File: src/rtl/rx_pkg.sv
// Shared constants and types for the receive-side instruction fetch stage.
package rx_pkg;

  // Byte positions inside a 64-bit program word.
  localparam int OPC = 0;
  localparam int DST = 1;
  localparam int SRC = 2;
  localparam int MOD = 3;
  localparam int IMM = 4;

  localparam int INT_OP_LIMIT_DEF = 120;
  localparam int PROG_LEN_DEF     = 256;
  localparam int REG_IDX_W        = 3;
  localparam int IMM_MAX_W        = 32;
  localparam int IDX_W            = 8;

  typedef enum logic [1:0] {
    ST_IDLE  = 2'd0,
    ST_RUN   = 2'd1,
    ST_DRAIN = 2'd2,
    ST_DONE  = 2'd3
  } rx_state_t;

  typedef struct packed {
    logic [7:0]           opcode;
    logic [6:0]           int_op;
    logic                 is_int;
    logic [REG_IDX_W-1:0] dst;
    logic [REG_IDX_W-1:0] src;
    logic                 src_eq_dst;
    logic [7:0]           mod;
    logic                 mem_l1;
    logic [IMM_MAX_W-1:0] imm;
    logic [IDX_W-1:0]     idx;
    logic                 last;
  } rx_instr_fields_t;

  function automatic logic [7:0] instr_byte(input logic [63:0] w, input int b);
    return w[b*8 +: 8];
  endfunction

endpackage

File: src/rtl/rx_skid_buf.sv
// Two-entry FIFO holding pre-split instruction fields; head entry drives the outputs directly.
// Latency: an entry pushed in cycle N is visible at the head in cycle N+1.
// Backpressure: pushes are dropped when full; occ_nxt lets the owner register its ready.
module rx_skid_buf #(
  parameter int W = 8
) (
  input  logic         clk,
  input  logic         rst,
  input  logic         push_vld,
  input  logic [W-1:0] push_dat,
  output logic         pop_vld,
  input  logic         pop_rdy,
  output logic [W-1:0] pop_dat,
  output logic [1:0]   occ_nxt
);

  logic [W-1:0] ent0_q;
  logic [W-1:0] ent1_q;
  logic [1:0]   occ_q;
  logic         do_push;
  logic         do_pop;

  assign do_pop  = pop_rdy && (occ_q != 2'd0);
  assign do_push = push_vld && (occ_q != 2'd2);
  assign occ_nxt = occ_q + {1'b0, do_push} - {1'b0, do_pop};
  assign pop_vld = (occ_q != 2'd0);
  assign pop_dat = ent0_q;

  always_ff @(posedge clk) begin
    if (rst) begin
      occ_q  <= 2'd0;
      ent0_q <= '0;
      ent1_q <= '0;
    end else begin
      occ_q <= occ_nxt;
      if (do_pop) begin
        // A full buffer cannot take a push, so only the one-entry case refills the head.
        if (occ_q == 2'd2) begin
          ent0_q <= ent1_q;
        end else if (do_push) begin
          ent0_q <= push_dat;
        end
      end else if (do_push) begin
        if (occ_q == 2'd0) begin
          ent0_q <= push_dat;
        end else begin
          ent1_q <= push_dat;
        end
      end
    end
  end

endmodule

File: src/rtl/rx_instr_fetch.sv
// Fetch stage ahead of decode_int: counts program words, splits and classifies fields.
// Latency: a word accepted in cycle N is presented in cycle N+1; 1 word/cycle sustained.
// Backpressure: 2-entry buffer absorbs stalls; in_ready_o is registered from next occupancy.
module rx_instr_fetch
  import rx_pkg::*;
#(
  parameter int PROG_LEN     = PROG_LEN_DEF,
  parameter int INT_OP_LIMIT = INT_OP_LIMIT_DEF,
  parameter int IMM_W        = IMM_MAX_W
) (
  input  logic                 clk_i,
  input  logic                 rst_i,
  input  logic                 start_i,
  input  logic                 in_valid_i,
  output logic                 in_ready_o,
  input  logic [63:0]          instr_i,
  output logic                 out_valid_o,
  input  logic                 out_ready_i,
  output logic [7:0]           opcode_o,
  output logic [6:0]           int_op_o,
  output logic                 is_int_o,
  output logic [2:0]           dst_o,
  output logic [2:0]           src_o,
  output logic                 src_eq_dst_o,
  output logic [7:0]           mod_o,
  output logic                 mem_l1_o,
  output logic [IMM_W-1:0]     imm_o,
  output logic [7:0]           idx_o,
  output logic                 last_o,
  output logic                 done_o
);

  localparam int CNT_W = (PROG_LEN > 1) ? $clog2(PROG_LEN) : 1;
  localparam logic [CNT_W-1:0] LAST_CNT = CNT_W'(PROG_LEN - 1);

  rx_state_t        state_q;
  rx_state_t        state_d;
  logic [CNT_W-1:0] cnt_q;
  logic             in_ready_q;
  logic             push;
  logic             pop;
  logic             head_vld;
  logic [1:0]       occ_nxt;
  rx_instr_fields_t enq_fields;
  rx_instr_fields_t head;
  logic [7:0]       opc_b;
  logic [7:0]       dst_b;
  logic [7:0]       src_b;
  logic [7:0]       mod_b;

  assign push = in_valid_i && in_ready_q;
  assign pop  = head_vld && out_ready_i;

  assign opc_b = instr_byte(instr_i, OPC);
  assign dst_b = instr_byte(instr_i, DST);
  assign src_b = instr_byte(instr_i, SRC);
  assign mod_b = instr_byte(instr_i, MOD);

  always_comb begin
    enq_fields            = '0;
    enq_fields.opcode     = opc_b;
    enq_fields.is_int     = ({24'd0, opc_b} < 32'(INT_OP_LIMIT));
    // Non-integer opcodes are zeroed so decode_int sees op 0; consumers gate on is_int.
    enq_fields.int_op     = enq_fields.is_int ? opc_b[6:0] : 7'd0;
    enq_fields.dst        = dst_b[REG_IDX_W-1:0];
    enq_fields.src        = src_b[REG_IDX_W-1:0];
    enq_fields.src_eq_dst = (dst_b[REG_IDX_W-1:0] == src_b[REG_IDX_W-1:0]);
    enq_fields.mod        = mod_b;
    enq_fields.mem_l1     = |mod_b[1:0];
    enq_fields.imm        = instr_i[IMM*8 +: IMM_MAX_W];
    enq_fields.idx        = IDX_W'(cnt_q);
    enq_fields.last       = (cnt_q == LAST_CNT);
  end

  rx_skid_buf #(
    .W($bits(rx_instr_fields_t))
  ) u_buf (
    .clk      (clk_i),
    .rst      (rst_i),
    .push_vld (push),
    .push_dat (enq_fields),
    .pop_vld  (head_vld),
    .pop_rdy  (out_ready_i),
    .pop_dat  (head),
    .occ_nxt  (occ_nxt)
  );

  always_comb begin
    state_d = state_q;
    case (state_q)
      ST_IDLE:  if (start_i) state_d = ST_RUN;
      ST_RUN:   if (push && (cnt_q == LAST_CNT)) state_d = ST_DRAIN;
      ST_DRAIN: if (occ_nxt == 2'd0) state_d = ST_DONE;
      ST_DONE:  if (start_i) state_d = ST_RUN;
      default:  state_d = ST_IDLE;
    endcase
  end

  always_ff @(posedge clk_i) begin
    if (rst_i) begin
      state_q    <= ST_IDLE;
      cnt_q      <= '0;
      in_ready_q <= 1'b0;
    end else begin
      state_q    <= state_d;
      in_ready_q <= (state_d == ST_RUN) && (occ_nxt != 2'd2);
      if (start_i && ((state_q == ST_IDLE) || (state_q == ST_DONE))) begin
        cnt_q <= '0;
      end else if (push) begin
        cnt_q <= cnt_q + CNT_W'(1);
      end
    end
  end

  assign in_ready_o   = in_ready_q;
  assign out_valid_o  = head_vld;
  assign done_o       = (state_q == ST_DONE);
  assign opcode_o     = head.opcode;
  assign int_op_o     = head.int_op;
  assign is_int_o     = head.is_int;
  assign dst_o        = head.dst;
  assign src_o        = head.src;
  assign src_eq_dst_o = head.src_eq_dst;
  assign mod_o        = head.mod;
  assign mem_l1_o     = head.mem_l1;
  assign imm_o        = head.imm[IMM_W-1:0];
  assign idx_o        = head.idx;
  assign last_o       = head.last;

  logic unused_pop;
  assign unused_pop = pop;

endmodule
File: config.mk
export PLATFORM = sky130hd
export DESIGN_NAME = rx_instr_fetch
export DESIGN_NICKNAME = d
export VERILOG_FILES = /design/src/rtl/rx_pkg.sv /design/src/rtl/rx_skid_buf.sv /design/src/rtl/rx_instr_fetch.sv
export SDC_FILE = /design/constraint.sdc
export NUM_CORES = 1
export LEC_CHECK = 0
export ABC_AREA = 1
export BUFFER_PORTS_ARGS = -buffer_cell sky130_fd_sc_hd__buf_4
export CAP_MARGIN = 30
export CORE_ASPECT_RATIO = 1.1
export CORE_MARGIN = 3
export CORE_UTILIZATION = 35
export DETAILED_ROUTE_END_ITERATION = 7
export SLEW_MARGIN = 25
export SYNTH_ARGS = -nofsm -noshare
export SYNTH_HDL_FRONTEND = slang
export SYNTH_SLANG_ARGS = --single-unit
File: constraint.sdc
create_clock -name clk_i -period 4.2 [get_ports clk_i]
set_clock_uncertainty 0.2 [all_clocks]
set_input_delay 0.84 -clock clk_i [delete_from_list [all_inputs] [get_ports clk_i]]
set_output_delay 0.84 -clock clk_i [all_outputs]
set_load 0.005 [all_outputs]
==> metrics.txt, run 1 <==
# port buffers 134; Pwr Density 599.8 mW/mm^2; Adder-Cell Fraction of Synth Area 1.177%; I/O Pins 145; 1st-pass router iterations 4; warnings from Yosys 0; H-tree depth 4; WP data required 4.29 ns; largest net degree at the start of global routing 84; Final Power 4788 uW; Reg2Reg Setup Slack 1.92 ns; Cell Area, Placed 0.007415 sq mm; Residual DRC 0; share of post-route cells with drive strength above 1 20.87%; worst hold path type flop to flop; setup bufs post-CTS 0; Max clock buf depth 2; Rows 51; CTS tree done; routed wire length per instance 14.07 microns; Seq/Total Area, Yosys 49.91%; clk root buf clkbuf_16; Clock Latency Late Sink 0.42 ns; Overall Global Routing Usage 16.81%; xor and xnor area share after synthesis 0.5493%; CTS-repair resized insts 0; FF+latch area 0.003183 sq mm; final hold viol count 0; mapped cell area 0.006377 sq mm; ant diodes 0; Leakage 0.003194 uW; Post-Route WL 16.63 mm; Synth area leader dfxtp_1; number of synthesized register bits 159; DR iter-0 viols 293; Die ar. 0.01988 sq mm; Detail Route Antenna Nets 0; vias in the first global route 5492; syn_area_per_cell 7.693 sq um; fmax 411.9 MHz; Die Y 147.6 microns; EDFF count, synth 0; gr ovfl total 0; global-route wire length before repair 27.29 mm; period utilization 57.81%; post-synth cell types 32; clock sink count 159; initial antenna violation count 1; Worst setup endpoint u_buf.pop_dat[65]; Top FF cell, synth dfxtp_1; final instance area 0.007983 sq mm; Reg2Reg Depth 8; Slew @ Worst Pin 0.8775 ns; nets@finish 1006; CTS Buf Count 17; initial core utilization 35.82%; CTS Hold Bufs 0; CP startpoint kind primary input; WP data arrival 2.52 ns; Final setup viols 0; CP Max Fanout 61; clock transition at the registers of the reported paths 0.07 ns; CORE AREA 0.01780 sq mm; critical path launch point in_valid_i; chip width 134.7 microns; area occupied by multi-input gates 0.002713 sq mm; largest family of logic cells by synthesized area compound AO/OA/AOI/OAI gates; R2R Path Start u_buf.occ_q[1]; RSZ-0062 raised after global routing no; Area contributors post-synth dfxtp_1 50%, a21oi_1 12%, o21ai_0 10%, nor2_1 7.5%, nand2_1 5.6%; fin crit period 2.428 ns; max-cap viol count 0; GPL Wtd Cong 0.7346; multiplexer share of the synthesized area 0%; WS Path Type primary input to flop; sum of negative setup slack 0 ns; Inst Count DP 1149; vias per cell 4.861; Final Instance Count excl. Fillers 1182; status finished clean; asr flop ratio synth 0%; Detailed Place HPWL 9.968 mm; Max-slew headroom 41.50%; Layout area overhead 25.17%; via count 5746; Reg-to-Reg End u_buf.pop_dat[65]; Max Transition Viols Final 0; Post-Synth Simple-Gate Area 17.48%; highest ir drop seen on vdd 286.8 uV; CP endpoint kind flop; cells after synthesis 829; FILL cells 1860; Compound-Gate Fraction of Synth Area 23.29%; Yosys top cell area share 49.91%; syn nets 904
==> cell type report <==
cell class,count,share of cell area (%)
Sequential cell,159,39.87
Multi-Input combinational cell,575,33.98
Timing Repair Buffer,142,13.82
Clock buffer,18,5.502
Tap cell,238,3.730
Inverter,36,1.724
Clock inverter,14,1.364
==> flip-flops by register name, indices dropped and copies added (netlist names) <==
signal and cells:
u_buf.ent1_q 73, in_ready_o 1, cnt_q 8, u_buf.occ_q 2, state_q 2, u_buf.pop_dat 73
==> stage by stage <==
stage | setup WS [ns] | util, % | hold slack (ns)
after floorplan | 1.960 | - | 0.2342
after global placement | 1.308 | 41.65 | 0.2458
after detailed placement | 1.307 | 41.65 | 0.2487
after CTS | 1.758 | 44.73 | 0.2551
after global routing | 1.622 | 44.84 | 0.2721
final | 1.772 | 44.84 | 0.2543
==> metal layers <==
layer	vias to the layer above	routed length (microns)	track usage, %
met4	2	131	4.735
li1	2981	-	-
met5	-	13	0
met2	97	7852	28.83
met3	10	790	4.493
met1	2656	7843	20.77
==> power by group <==
group | total, uW | leakage, uW | internal [uW] | switching [uW]
combinational | 1400 | 0.00165 | 623 | 776
clock | 1430 | 0.000256 | 779 | 650
sequential | 1960 | 0.00129 | 1800 | 156
total | 4790 | 0.00319 | 3210 | 1580
==> Yosys cell counts (4+ instances only) <==
cell type	number
o21ai_1	5
nand2_2	4
buf_6	6
nor3_1	10
inv_1	33
nor2_1	128
clkbuf_1	18
dfxtp_1	159
ha_1	6
or2_2	8
nand4_1	4
o21ai_0	130
a21oi_1	154
buf_4	6
buf_2	23
nand3_1	18
nand2_1	95
==> cell usage in the layout (no fill, tap or decap), drive strengths merged <==
cell	count
clkinv	5
o21ai	135
clkbuf	18
and3	1
a211oi	3
nor2	129
nand4	4
nor3	11
dfxtp	159
a21boi	1
ha	6
nand3	19
buf	142
xor2	1
clkinvlp	5
xnor2	3
or2	8
a21oi	155
nand2	99
inv	40
==> critical path: stages <==
cell	delay (ns)
buf_4	0.11
nand2_2	0.15
nand2_1	0.09
nand2_2	0.29
buf_4	0.66
a21oi_1	0.12
o21ai_0	0.15
a21oi_1	0.09
==> how the worst min path moves through the flow <==
stage                          start           endpoint  slack (ns)  cells past startpoint
floorplan            u_buf.ent1_q[1]   u_buf.pop_dat[1]        0.23                      2
global placement    u_buf.ent1_q[42]  u_buf.pop_dat[42]        0.25                      2
detailed placement  u_buf.ent1_q[72]  u_buf.pop_dat[72]        0.25                      2
CTS                 u_buf.ent1_q[51]  u_buf.pop_dat[51]        0.26                      2
global route        u_buf.ent1_q[51]  u_buf.pop_dat[51]        0.27                      2
finish              u_buf.ent1_q[22]  u_buf.pop_dat[22]        0.25                      2
==> cells by family (layout without fill, tap and decap cells) <==
logic type | count (synthesis) | after routing
compound gates | 294 | 294
xor+xnor | 4 | 4
fa+ha+maj | 6 | 6
buf+inv | 95 | 210
flops | 159 | 159
simple gates | 271 | 271
Note: power is estimated with default switching activity, not from simulation.
==> inputs of run 2 (changes only) <==
Clock period 4.2 ns to 2.5 ns, I/O delays scaled along.
==> run 2 against run 1 <==
Flip-flop and latch count unchanged. Die area unchanged. Worst setup slack worse by 1.2 ns. Highest routed layer unchanged. Critical endpoint is now state_q[0].
==> metrics.txt, run 2 (same netlist as run 1, synthesis figures left out) <==
status finished clean; Detail Route Antenna Nets 0; Die ar. 0.01988 sq mm; FILL cells 1812; NetSw 2578 uW; combinational fraction of design power 29.2%; Post-Route WL 16.55 mm; routed wire length per instance 13.94 microns; DR iter-0 viols 285; Overall Global Routing Usage 16.96%; Hold Path Depth 3; WS Path Type flop to flop; vias per cell 4.896; Reg2Reg Setup Slack 0.59 ns; fin crit period 1.908 ns; Residual DRC 0; setup bufs post-CTS 0; GPL Wtd Cong 0.7499; gr ovfl total 0; I/O Pins 145; CTS tree done; busiest grt layer met2; commonest non-fill, non-tap cell in the layout dfxtp_1; met2 Usage GRT 28.48%; Max Transition Viols Final 0; CP Max Fanout 3; CORE AREA 0.01780 sq mm; most frequent cells in the layout 159 x dfxtp_1, 154 x a21oi_1, 143 x buf_4, 130 x o21ai_0, 128 x nor2_1; worst hold path type primary input to flop; Leakage 0.003244 uW; Max-slew headroom 68.63%; FF+latch area 0.003183 sq mm; RSZ-0062 raised after global routing no; Min-Delay Startpoint instr_i[34]; Pwr Density 1006 mW/mm^2; Clock Latency Late Sink 0.42 ns; Max clock buf depth 2; Final Power 8116 uW; Detailed Place HPWL 10.30 mm; clk root buf clkbuf_16; fmax 524.0 MHz; grt met1 use 21.39%; final hold viol count 0; Int Pwr 5537 uW; highest ir drop seen on vdd 477.7 uV; chip width 134.7 microns; Reg2Reg Depth 13; met3 global-route usage 4.867%; 1st-pass router iterations 4; initial core utilization 35.82%; global-route wire length before repair 27.58 mm; WP data arrival 2.01 ns; Reg power frac 40.6%; share of post-route cells with drive strength above 1 21.18%; area occupied by multi-input gates 0.002713 sq mm; clock sink count 159; worst hold slack 0.1456 ns; Rows 51; max-cap viol count 0; DP Worst Slack 0.3384 ns; period utilization 76.33%; WP data required 2.60 ns; ant diodes 0; CTS-repair resized insts 0; Clk pwr share 30.2%; nets@finish 1012; Hold EP u_buf.ent1_q[11]; CTS Buf Count 17; initial antenna violation count 1; vias in the first global route 5570; Final WS setup 0.5917 ns; CP endpoint kind flop; Final setup viols 0; largest net degree at the start of global routing 97; CTS Hold Bufs 0; sum of negative setup slack 0 ns; R2R Path Start u_buf.occ_q[1]; clock transition at the registers of the reported paths 0.06 ns; H-tree depth 4; Die Y 147.6 microns; sw frac 31.77%; Reg-to-Reg End state_q[0]; Layout area overhead 26.45%; Slew @ Worst Pin 0.4698 ns; CP startpoint kind flop; via count 5811; # port buffers 134
## run 2: through the flow
step / util (%) / std cells / instance area (sq um)
after global placement: 42.04 / 1155 / 7485
after global routing: 45.29 / 1187 / 8064
final: 45.29 / 1187 / 8064
after CTS: 45.29 / 1187 / 8064
after detailed placement: 42.15 / 1156 / 7505
after floorplan: - / 829 / 6377
## run 2: critical path, stage by stage, from the launching register on
cell     delay, ns
dfxtp_1       0.36
inv_1         0.08
a21oi_1       0.15
ha_1          0.24
inv_1         0.06
ha_1          0.16
inv_1         0.04
nand2_1       0.07
nand2_1       0.06
nand2_1       0.07
nand2_1       0.07
nand2_1       0.06
nand2_1       0.06
and3_1        0.15
## run 2: final cells by class
class                           count  area share, %
Inverter                           36          1.707
Tap cell                          238          3.693
Clock buffer                       21          5.834
Timing Repair Buffer              148          14.55
Clock inverter                     10          1.102
Sequential cell                   159          39.47
Multi-Input combinational cell    575          33.64
## run 2: worst max path at each step
stage | start | end | slack (ns) | depth (start not counted)
global route | u_buf.occ_q[1] | in_ready_o | 0.35 | 13
finish | u_buf.occ_q[1] | state_q[0] | 0.59 | 13
floorplan | out_ready_i | state_q[0] | 0.60 | 12
detailed placement | out_ready_i | in_ready_o | 0.34 | 15
CTS | u_buf.occ_q[1] | in_ready_o | 0.57 | 13
global placement | in_valid_i | u_buf.pop_dat[39] | 0.22 | 7
## run 2: layer usage
layer / vias up / routed length, microns
met2: 116 / 7775
met3: 16 / 880
met4: 2 / 161
met1: 2696 / 7714
met5: - / 17
li1: 2981 / -
## run 2: power by group through the flow
stage / clock network, uW / registers, uW / logic (uW)
floorplan: 0 / 3340 / 1280
global placement: 0 / 3350 / 2350
detailed placement: 0 / 3350 / 2400
CTS: 2520 / 3300 / 2410
global route: 2620 / 3360 / 2690
finish: 2450 / 3300 / 2370
==> inputs of run 3 (changes only) <==
Settings changed: ABC_AREA 1 to 0.
Clock period 2.5 ns to 1.6 ns, I/O delays scaled along.
==> run 3 against run 2 <==
Clock power increased by 75%. Synthesized area rose by 0.86%. Critical path depth down 4. Worst setup slack lost 1.1 ns. Cell area grew 37%. Utilization rose by 16 points. The flow now finishes with violations (negative setup slack). Die area increased by 0.82%. Via count increased by 16%. Maximum frequency decreased by 9.0%. Worst hold slack got worse by 0.11 ns.
==> metrics.txt, run 3 <==
chip width 135.3 microns; ant diodes 0; CP endpoint kind flop; Slew @ Worst Pin 0.3135 ns; clk root buf clkbuf_16; RSZ-0062 raised after global routing yes; Detail Route Antenna Nets 0; FILL cells 1492; CTS tree done; mapped cell area 0.006432 sq mm; final hold viol count 0; most common cell in the netlist nand2_1; H-tree depth 4; Residual DRC 0; most frequent cells in the layout 270 x nand2_1, 172 x buf_4, 155 x dfxtp_1, 70 x a21oi_1, 70 x nor2_1; share of post-route cells with drive strength above 1 35.22%; Clock Latency Late Sink 0.43 ns; vias per cell 5.113; Max Transition Viols Final 0; clock transition at the registers of the reported paths 0.06 ns; 1st-pass router iterations 5; asr flop ratio synth 0%; Yosys top cell area share 49.48%; worst hold path type primary input to flop; max-cap viol count 0; global-route wire length before repair 35.00 mm; Reg2Reg Setup Slack -0.50 ns; cells after synthesis 810; Layout area overhead 71.31%; Leakage 0.004350 uW; CORE AREA 0.01787 sq mm; failing checks negative setup slack; final instance area 0.01102 sq mm; CP Max Fanout 3; status complete, but fails checks; initial antenna violation count 0; clock sink count 159; fmax 476.9 MHz; Post-Route WL 22.48 mm; WP data required 1.73 ns; Die Y 148.2 microns; routed wire length per instance 17.07 microns; nets@finish 1141; Final WS setup -0.4971 ns; Area contributors post-synth dfxtp_1 49%, nand2_1 16%, a311oi_1 8.6%, a21oi_1 5.8%, nor2_1 5.0%; GPL Wtd Cong 0.7683; fin crit period 2.097 ns; Overall Global Routing Usage 22.05%; period utilization 131.1%; WP data arrival 2.23 ns; Top FF cell, synth dfxtp_1; initial core utilization 36.00%; Post-synth top cells 273 x nand2_1, 159 x dfxtp_1, 86 x nor2_1; syn_area_per_cell 7.941 sq um; # port buffers 134; Max-slew headroom 79.05%; Die ar. 0.02004 sq mm; area occupied by multi-input gates 0.003413 sq mm; Seq/Total Area, Yosys 49.48%; vias in the first global route 6579; FF+latch area 0.003188 sq mm; CP startpoint kind flop; largest net degree at the start of global routing 54; I/O Pins 145; post-synth cell types 41; Detailed Place HPWL 11.27 mm; warnings from Yosys 0; EDFF count, synth 0; Rows 51; CTS Buf Count 17; via count 6734; gr ovfl total 0; Max clock buf depth 2; Final Power 14630 uW; Cell Area, Placed 0.008179 sq mm; Final setup viols 134; Pwr Density 1327 mW/mm^2; WS Path Type flop to flop; syn nets 885; Synth area leader dfxtp_1; commonest non-fill, non-tap cell in the layout nand2_1; number of synthesized register bits 159; highest ir drop seen on vdd 847.5 uV; sum of negative setup slack -22.47 ns; worst hold slack 0.03695 ns; DR iter-0 viols 411
-- run 3: cell types whose count changed after synthesis, moves of 8 or more --
cell | previous run | this run
inv_1 | 33 | 6
or2_2 | 8 | 0
a311oi_1 | 0 | 63
clkbuf_1 | 18 | 28
xor2_1 | 1 | 10
nor2_1 | 128 | 86
o21ai_0 | 130 | 3
a21oi_1 | 154 | 75
nand2_1 | 95 | 273
-- run 3: worst max-delay path, cell delays in order, from the launching register on --
cell	delay, ns
dfxtp_2	0.32
or2_4	0.24
and2_4	0.14
ha_4	0.25
inv_2	0.03
ha_4	0.15
xor2_2	0.18
xnor2_2	0.19
a31oi_1	0.13
nor4_1	0.17
-- run 3: logic make-up after synthesis --
| logic type | after synthesis | synth area share, % |
|---|---|---|
| xor+xnor | 12 | 1.634 |
| buf+inv | 73 | 5.330 |
| mux | 1 | 0.1556 |
| simple gates | 400 | 25.21 |
| compound gates | 159 | 17.02 |
| flops | 159 | 49.48 |
| fa+ha+maj | 6 | 1.167 |
-- run 3: per-stage QoR --
stage               setup slack, ns  cells  util (%)
global route                -0.6023   1317     61.67
detailed placement          -0.5745   1170     45.78
floorplan                   -0.5912    810         -
finish                      -0.4971   1317     61.67
global placement            -0.5169   1170     45.78
CTS                         -0.5529   1311     59.82
-- run 3: area by class of cell --
cell class	instances	share of cell area, %
repair buffers	304	31.55
multi-input cells	578	30.98
flip-flops and latches	159	28.93
clock buffers	19	3.929
well taps	238	2.702
clock inverters	13	1.703
inverters	6	0.2044
-- run 3: power breakdown --
part / internal (uW) / switching (uW) / total, uW
sequential: 4600 / 391 / 4990
clock: 2620 / 1670 / 4290
combinational: 3050 / 2290 / 5340
total: 10300 / 4350 / 14600
-- run 3: per-layer routing --
| metal | vias up | track usage, % | routed length [microns] |
|---|---|---|---|
| met1 | 3211 | 28.44 | 9908 |
| met2 | 187 | 36.83 | 11100 |
| met4 | 0 | 8.367 | 505 |
| met5 | - | 0 | 0 |
| met3 | 44 | 3.924 | 970 |
| li1 | 3292 | - | - |
-- run 3: worst paths after layout --
check | start | cells after the start | end
setup / recovery | u_buf.occ_q[1] | 9 | in_ready_o
hold / removal | start_i | 3 | state_q[1]
setup reg to reg | u_buf.occ_q[1] | 9 | in_ready_o
hold reg to reg | u_buf.ent1_q[10] | 2 | u_buf.ent1_q[10]
-- run 3: what timing repair did --
action / 4_1_cts / 5_1_grt
pin swaps: 55 / 49
setup buffers: 37 / 10
gates cloned: 24 / 1
gates resized for setup: 89 / 57
setup endpoints to repair: 152 / 155
hold endpoints to repair: 98 / 0
hold buffers: 49 / 0
